--- src/rtl/regfile_scoreboard.sv ---
// Parametrised register file with two async read ports, one sync write port
// and a per-register busy scoreboard for multicycle producers.
module regfile_scoreboard #(
  parameter int DATA_W   = 32,
  parameter int ADDR_W   = 5,
  parameter int ZERO_REG = 1,
  parameter int BYPASS   = 1
) (
  input  logic              clk,
  input  logic              reset,
  input  logic              RegWrite,
  input  logic [ADDR_W-1:0] WriteRegister,
  input  logic [DATA_W-1:0] WriteData,
  input  logic              Reserve,
  input  logic [ADDR_W-1:0] ReserveRegister,
  input  logic [ADDR_W-1:0] ReadRegister1,
  input  logic [ADDR_W-1:0] ReadRegister2,
  output logic [DATA_W-1:0] ReadData1,
  output logic [DATA_W-1:0] ReadData2,
  output logic              Busy1,
  output logic              Busy2,
  output logic [ADDR_W:0]   BusyCount
);

  localparam int DEPTH = 1 << ADDR_W;

  logic [DATA_W-1:0] regs [DEPTH];
  logic [DEPTH-1:0]  busy;
  logic [DEPTH-1:0]  busy_nxt;
  logic [ADDR_W:0]   cnt_nxt;

  logic wr_ok;
  logic rsv_ok;

  assign wr_ok  = RegWrite &&
                  !((ZERO_REG != 0) && (WriteRegister == '0));
  assign rsv_ok = Reserve &&
                  !((ZERO_REG != 0) && (ReserveRegister == '0));

  // Reserve is applied after the clear so a new producer wins.
  always_comb begin
    busy_nxt = busy;
    if (wr_ok)
      busy_nxt[WriteRegister] = 1'b0;
    if (rsv_ok)
      busy_nxt[ReserveRegister] = 1'b1;
    cnt_nxt = '0;
    for (int i = 0; i < DEPTH; i++)
      cnt_nxt = cnt_nxt + {{ADDR_W{1'b0}}, busy_nxt[i]};
  end

  always_ff @(posedge clk) begin
    if (reset) begin
      busy      <= '0;
      BusyCount <= '0;
      for (int i = 0; i < DEPTH; i++)
        regs[i] <= '0;
    end else begin
      busy      <= busy_nxt;
      BusyCount <= cnt_nxt;
      if (wr_ok)
        regs[WriteRegister] <= WriteData;
    end
  end

  logic zero1;
  logic zero2;
  logic hit1;
  logic hit2;

  assign zero1 = (ZERO_REG != 0) && (ReadRegister1 == '0);
  assign zero2 = (ZERO_REG != 0) && (ReadRegister2 == '0);
  assign hit1  = (BYPASS != 0) && wr_ok &&
                 (ReadRegister1 == WriteRegister);
  assign hit2  = (BYPASS != 0) && wr_ok &&
                 (ReadRegister2 == WriteRegister);

  always_comb begin
    ReadData1 = regs[ReadRegister1];
    Busy1     = busy[ReadRegister1];
    if (zero1) begin
      ReadData1 = '0;
      Busy1     = 1'b0;
    end else if (hit1) begin
      ReadData1 = WriteData;
      Busy1     = rsv_ok &&
                  (ReserveRegister == ReadRegister1);
    end
  end

  always_comb begin
    ReadData2 = regs[ReadRegister2];
    Busy2     = busy[ReadRegister2];
    if (zero2) begin
      ReadData2 = '0;
      Busy2     = 1'b0;
    end else if (hit2) begin
      ReadData2 = WriteData;
      Busy2     = rsv_ok &&
                  (ReserveRegister == ReadRegister2);
    end
  end

endmodule

--- config.mk ---
export PLATFORM = sky130hd
export DESIGN_NAME = regfile_scoreboard
export DESIGN_NICKNAME = d
export VERILOG_FILES = /design/src/rtl/regfile_scoreboard.sv
export SDC_FILE = /design/constraint.sdc
export NUM_CORES = 2
export LEC_CHECK = 0
export CORE_AREA = 2 2 286 344
export CTS_BUF_LIST = sky130_fd_sc_hd__clkbuf_16
export CTS_CLUSTER_SIZE = 10
export DETAILED_ROUTE_END_ITERATION = 10
export DIE_AREA = 0 0 288 346
export PLACE_DENSITY = 0.79
export SLEW_MARGIN = 40
export SYNTH_ARGS = -nofsm -noshare
export SYNTH_HDL_FRONTEND = slang
export SYNTH_SLANG_ARGS = --single-unit
--- constraint.sdc ---
create_clock -name clk -period 7.35 [get_ports clk]
set_input_delay 1.47 -clock clk [delete_from_list [all_inputs] [get_ports clk]]
set_output_delay 1.47 -clock clk [all_outputs]
set_load 0.05 [all_outputs]
After elaboration in Yosys (flattened, before gate mapping)
Memory sizes are Yosys's and may differ from the RTL's.
Index checks and enable logic that the tools add are counted.
{"block": "op_classes", "n_addsub": 31, "multipliers": 0, "n_div": 0, "magnitude_cmp": 6, "n_eq_ne": 4, "n_shift": 0, "n_mux": 26, "bitwise_logic": 3, "reduce_logical": 15}
{"operator": "two-way mux 32 bit", "count": 7}
{"operator": "adder 6 x 1 -> 6 bit", "count": 26}
{"operator": "bitwise AND 32 bit", "count": 1}
{"operator": "inverter 32 bit", "count": 1}
{"operator": "bitwise OR 32 bit", "count": 1}
{"operator": "OR reduction 32 bit", "count": 1}
{"operator": "less-than comparator 5 x 6 -> 1 bit (second input constant)", "count": 4}
{"operator": "== test 5 bit", "count": 4}
{"operator": "logical NOT 5 bit", "count": 4}
{"operator": "two-way mux 1 bit", "count": 14}
{"operator": "binary-select mux 1 bit (select 5 bit)", "count": 2}
{"operator": "demux 1 bit (select 5 bit)", "count": 2}
{"operator": "greater-or-equal comparator 5 x 1 -> 1 bit (second input constant)", "count": 2}
{"operator": "logical AND 1 bit", "count": 8}
{"operator": "adder 5 x 1 -> 6 bit", "count": 1}
{"operator": "adder 4 x 1 -> 5 bit", "count": 1}
{"operator": "two-way mux 5 bit", "count": 1}
{"operator": "adder 3 x 1 -> 4 bit", "count": 1}
{"operator": "adder 2 x 1 -> 3 bit", "count": 1}
{"operator": "adder 1 x 1 -> 2 bit", "count": 1}
{"operator": "logical NOT 1 bit", "count": 2}
{"block": "totals", "regBits": 38, "latchBits": 0, "ramBits": 1024, "rom_bits": 0, "inputBits": 56, "out_inout_bits": 72, "n_memories": 1}
{"memory": "regs", "depth": 32, "word_bits": 32, "rd": 2, "rd_clocked_by_memory_dff": 0, "wr": 32, "line_no": "27", "rtl": "logic [DATA_W-1:0] regs [DEPTH];"}

Logic depth before layout (Yosys ltp)
{"block": "logic_depth", "depth_word": 40, "depth_mapped": 22}

Least setup slack after synthesis
No wires, ideal clock.
{"block": "synth_path", "kind": "input to register", "from": "input WriteRegister[2]", "to": "register BusyCount[4]", "setup_time_ps": 128, "arrival_ps": 6661, "required_time_ps": 7222, "path_slack_ps": 562, "cell_stages": 22, "cell_sequence": "buf_2 nand3b_1 a211oi_1 nand2_1 a22oi_1 fa_1 fa_1 inv_1 fa_1 inv_1 fa_1 fa_1 fa_1 inv_1 ha_1 inv_1 fa_1 inv_1 a21o_1 a21oi_1 xor2_1 nor2_1"}
{"block": "synth_via", "elab_chain_len": 40}
{"item": "start: declaration", "line_no": "12", "rtl": "input logic [ADDR_W-1:0] WriteRegister,"}
{"item": "less-than comparator 5 x 6 -> 1 bit (not written as such) or greater-or-equal comparator 5 x 1 -> 1 bit (tied branches)", "line_no": "44", "rtl": "busy_nxt[WriteRegister] = 1'b0;"}
{"item": "logical AND 1 bit (not written as such)", "line_no": "44"}
{"item": "two-way mux 1 bit (not written as such)", "line_no": "44"}
{"item": "demux 1 bit (select 5 bit)", "line_no": "44"}
{"item": "inverter 32 bit (no source line)"}
{"item": "bitwise AND 32 bit (no source line)"}
{"item": "two-way mux 32 bit (*)", "line_no": "43", "rtl": "if (wr_ok)"}
{"item": "bitwise OR 32 bit (no source line)"}
{"item": "two-way mux 32 bit (*)", "line_no": "45", "rtl": "if (rsv_ok)"}
{"item": "adder 1 x 1 -> 2 bit", "line_no": "49", "rtl": "cnt_nxt = cnt_nxt + {{ADDR_W{1'b0}}, busy_nxt[i]};"}
{"item": "adder 2 x 1 -> 3 bit", "line_no": "49"}
{"item": "adder 3 x 1 -> 4 bit", "line_no": "49"}
{"item": "adder 4 x 1 -> 5 bit", "line_no": "49"}
{"item": "adder 5 x 1 -> 6 bit", "line_no": "49"}
{"item": "adder 6 x 1 -> 6 bit (25 in a row)", "line_no": "49"}
{"item": "adder 6 x 1 -> 6 bit (*)", "line_no": "49"}
{"item": "end signal: assignment", "line_no": "60", "rtl": "BusyCount <= cnt_nxt;"}
{"item": "end: declaration", "line_no": "22", "rtl": "output logic [ADDR_W:0] BusyCount"}
Mark *: on every way between the ends. The rest lies on a longest branch, timed or not.
A chain may end at the register's enable or synchronous reset.

Worst setup path after layout
{"block": "layout_path", "from": "input WriteRegister[4]", "to": "register BusyCount[4]"}
The elaborated chain is that of the path after synthesis.

==> results.sh <==
export IMPL_die_area_um2=99600
export IMPL_finalNonFillerCells=5403
export IMPL_worstHoldEndpoint="busy[3]$_SDFF_PP0_"
export IMPL_clkTransAtPathRegs_ps=70
export IMPL_yosysUniqueCellTypes=60
export IMPL_finalWirelength_mm=202
export IMPL_pin_count=128
export IMPL_worstPathArrival_ps=7380
export IMPL_worst_slew_slack_as_a_fraction_of_its_limit_pct=33.5
export IMPL_postCtsHoldBufs=0
export IMPL_power_density_cell_area_nw_per_um2=225
export IMPL_sequential_fraction_of_the_synthesis_area_pct=54.0
export IMPL_ctsHtreeMaxLevel=3
export IMPL_worst_hold_path_num_cells=2
export IMPL_terminus_of_the_critical_flop_to_flop_path="BusyCount[4]$_SDFF_PP0_"
export IMPL_peakVddDrop_mv=0.213
export IMPL_hold_path_startpoint="busy[3]$_SDFF_PP0_"
export IMPL_timing_critical_path_to_type="flop"
export IMPL_synth_cell_area_um2=58400
export IMPL_cts_num_sinks=1062
export IMPL_drt_drc_violations_left=0
export IMPL_setup_slack_ps=519
export IMPL_cts_tree="built"
export IMPL_report_final_slew_viol_count=0
export IMPL_grt_start_max_net_pins=97
export IMPL_worst_path_most_repeated_cell="sky130_fd_sc_hd__fa_1"
export IMPL_syn_inst=3985
export IMPL_cp_cell_sequence="clkdlybuf4s50_1, buf_4, nor3_2, a211oi_1, buf_4, nand2_1, a22oi_1, fa_1, fa_1, inv_1, fa_1, inv_1, fa_1, fa_1, fa_1, inv_1, ha_1, inv_1, fa_1, inv_1, a21o_1, a21oi_1, xor2_1, nor2_1"
export IMPL_avgSynthCellArea_um2=14.6
export IMPL_netlist_area_leader_share_pct=52.7
export IMPL_count_of_flip_flops_with_a_built_in_enable_after_synthesis=1024
export IMPL_maxClockFrequency_mhz=146
export IMPL_grt_pass1_vias=40500
export IMPL_critical_path_startpoint_type="primary input"
export IMPL_post_drt_via_cell_ratio=7.44
export IMPL_dp_hpwl_mm=121
export IMPL_ratio_of_final_minimum_period_to_clock_period_pct=92.9
export IMPL_synth_top_area_cell="sky130_fd_sc_hd__edfxtp_1"
export IMPL_critPathMaxFanout=7
export IMPL_hold_path_class="flop to flop"
export IMPL_ctsResizeCount=0
export IMPL_postSynthRegisterBits=1062
export IMPL_fin_crit_ps=6830
export IMPL_floorplan_initialDensity_pct=60.6
export IMPL_placed_instances=5226
export IMPL_clk_root_buffer_cell="sky130_fd_sc_hd__clkbuf_16"
export IMPL_final_setup_skew_ps=44.5
export IMPL_first_iter_violations=7133
export IMPL_drt_pre_antenna_iters=6
export IMPL_critical_path_slowest_cell="sky130_fd_sc_hd__clkdlybuf4s50_1"
export IMPL_power_static_leakage_uw=0.0231
export IMPL_grt_overflow=0
export IMPL_grt_pass1_wl_mm=286
export IMPL_netlist_top_cells_count="sky130_fd_sc_hd__edfxtp_1 (1024), sky130_fd_sc_hd__and2_1 (995), sky130_fd_sc_hd__mux4_2 (497)"
export IMPL_worst_setup_path_type="primary input to flop"
export IMPL_areaGrowthSynthToFinish_pct=12.0
export IMPL_ys_dominant_reg_cell="sky130_fd_sc_hd__edfxtp_1"
export IMPL_number_of_port_buffers=127
export IMPL_layout_drive_gt1_share_pct=26.2
export IMPL_transition_time_at_the_pin_with_the_least_slew_margin_ps=989
export IMPL_cts_max_path_buffers=3
export IMPL_worst_ep_required_time_ps=7900
export IMPL_cts_made_buffers=117
export IMPL_cts_setup_buffers=0
export IMPL_max_stage_delay_ps=610
export IMPL_grt_total_usage_pct=41.1
export IMPL_finalNetCount=4167
export IMPL_ff2ff_path_depth=18
export IMPL_ff2ff_setup_slack_ps=2230
export IMPL_post_synth_top_count_cell="sky130_fd_sc_hd__edfxtp_1"
export IMPL_maxCapViolCount=0
export IMPL_hold_viol_final=0
export IMPL_core_area_um2=96300
export IMPL_antenna_violating_nets_post_route=0
export IMPL_chipWidth_um=288
export IMPL_yosys_warnings=0
export IMPL_place_worst_setup_slack_ps=-109
export IMPL_gp_congestion=0.936
export IMPL_run_status="finished clean"
export IMPL_die_height_um=346
export IMPL_postSynth_asyncResetShare_pct=0
export IMPL_detailroute_via_count=40200
export IMPL_row_count=125
export IMPL_clk_latency_ps=730
export IMPL_setup_viol=0
export IMPL_grt_setup_unrepaired="no"
export IMPL_post_drt_wl_per_cell_um=37.4
export IMPL_yosys_top_cells_area="sky130_fd_sc_hd__edfxtp_1 (53%), sky130_fd_sc_hd__mux4_2 (19%), sky130_fd_sc_hd__and2_1 (11%), sky130_fd_sc_hd__mux2i_1 (3.1%), sky130_fd_sc_hd__clkbuf_1 (2.0%)"
export IMPL_antenna_violations_before_repair=24
export IMPL_timing_rr_start="busy[19]$_SDFF_PP0_"
## power by group
part / internal [µW] / switching [µW]
combinational: 921 / 1370
sequential: 6980 / 178
clock: 2880 / 2360
## flip-flops by register name, indices dropped and copies added, names as in the netlist
| register | flops |
|---|---|
| regs | 1024 |
| busy | 32 |
| BusyCount | 6 |
## critical path: cells and delay by family
kind,cells,cell delay [ps]
fa+ha+maj,8,3480
compound gates,4,870
xor+xnor,1,160
simple gates,3,160
buf+inv,8,1240
## area by class of cell
class	instances	area (µm²)
timing repair buffer	368	3540
antenna	11	27.5
fill	6510	31000
inverter	50	189
clock inverter	41	235
tap	1270	1590
sequential	1062	31500
multi-input combinational	2481	25300
clock buffer	120	3000
## through the flow
step	utilization [%]	TNS [ps]	power [µW]	hold WS [ps]	area (µm²)
after floorplan	-	0	8600	468	58500
after global placement	64.1	-157	9430	536	61800
after detailed placement	64.4	-124	9480	529	62000
after CTS	67.7	0	14600	543	65300
after global routing	67.8	0	14900	580	65300
final	67.8	0	14700	553	65400
## layer usage
layer  wire (µm)  vias up  global-route usage (%)
li1            -    15400                       -
met1       62500    19900                    50.4
met2       92300     3880                    62.3
met3       30100     1029                    12.9
met4       17100       12                    28.4
met5          67        -                       0
## worst max-delay path by stage
stage,startpoint,endpoint,slack (ps),depth (start not counted)
after CTS,WriteRegister[4],BusyCount[4]$_SDFF_PP0_,560,24
after detailed placement,WriteRegister[4],BusyCount[4]$_SDFF_PP0_,-110,24
final,WriteRegister[4],BusyCount[4]$_SDFF_PP0_,520,24
after global placement,WriteRegister[4],BusyCount[4]$_SDFF_PP0_,-140,24
after floorplan,WriteRegister[2],BusyCount[4]$_SDFF_PP0_,560,22
after global routing,WriteRegister[2],BusyCount[4]$_SDFF_PP0_,260,24
## layout by cell type (no fill, tap or decap), types with 23 or more instances in the layout
master / Yosys / final
sky130_fd_sc_hd__mux2i_1: 180 / 180
sky130_fd_sc_hd__dfxtp_1: 38 / 38
sky130_fd_sc_hd__and2_1: 995 / 994
sky130_fd_sc_hd__o21ai_0: 31 / 31
sky130_fd_sc_hd__a221o_1: 27 / 27
sky130_fd_sc_hd__fa_1: 24 / 24
sky130_fd_sc_hd__a221oi_1: 45 / 45
sky130_fd_sc_hd__nor2_4: 0 / 31
sky130_fd_sc_hd__clkdlybuf4s50_1: 0 / 60
sky130_fd_sc_hd__nand2b_2: 0 / 26
sky130_fd_sc_hd__inv_1: 49 / 83
sky130_fd_sc_hd__buf_12: 0 / 36
sky130_fd_sc_hd__mux2_2: 61 / 61
sky130_fd_sc_hd__nand2_1: 90 / 90
sky130_fd_sc_hd__a22oi_1: 23 / 23
sky130_fd_sc_hd__o221ai_1: 61 / 58
sky130_fd_sc_hd__clkbuf_16: 0 / 120
sky130_fd_sc_hd__nand3_1: 29 / 29
sky130_fd_sc_hd__nor2_1: 103 / 72
sky130_fd_sc_hd__mux4_2: 497 / 497
sky130_fd_sc_hd__a21oi_1: 58 / 58
sky130_fd_sc_hd__edfxtp_1: 1024 / 1024
sky130_fd_sc_hd__conb_1: 1 / 32
sky130_fd_sc_hd__buf_4: 28 / 229
## kinds of logic after synthesis
logic type	count (synthesis)	share of synthesized area, %
simple gates	1335	13.5
flops	1062	54.0
mux	738	23.4
buf+inv	473	3.56
compound gates	323	4.23
fa+ha+maj	31	0.973
xor+xnor	22	0.330
other cells	1	0.00642
Note: power is estimated with default switching activity, not from simulation.
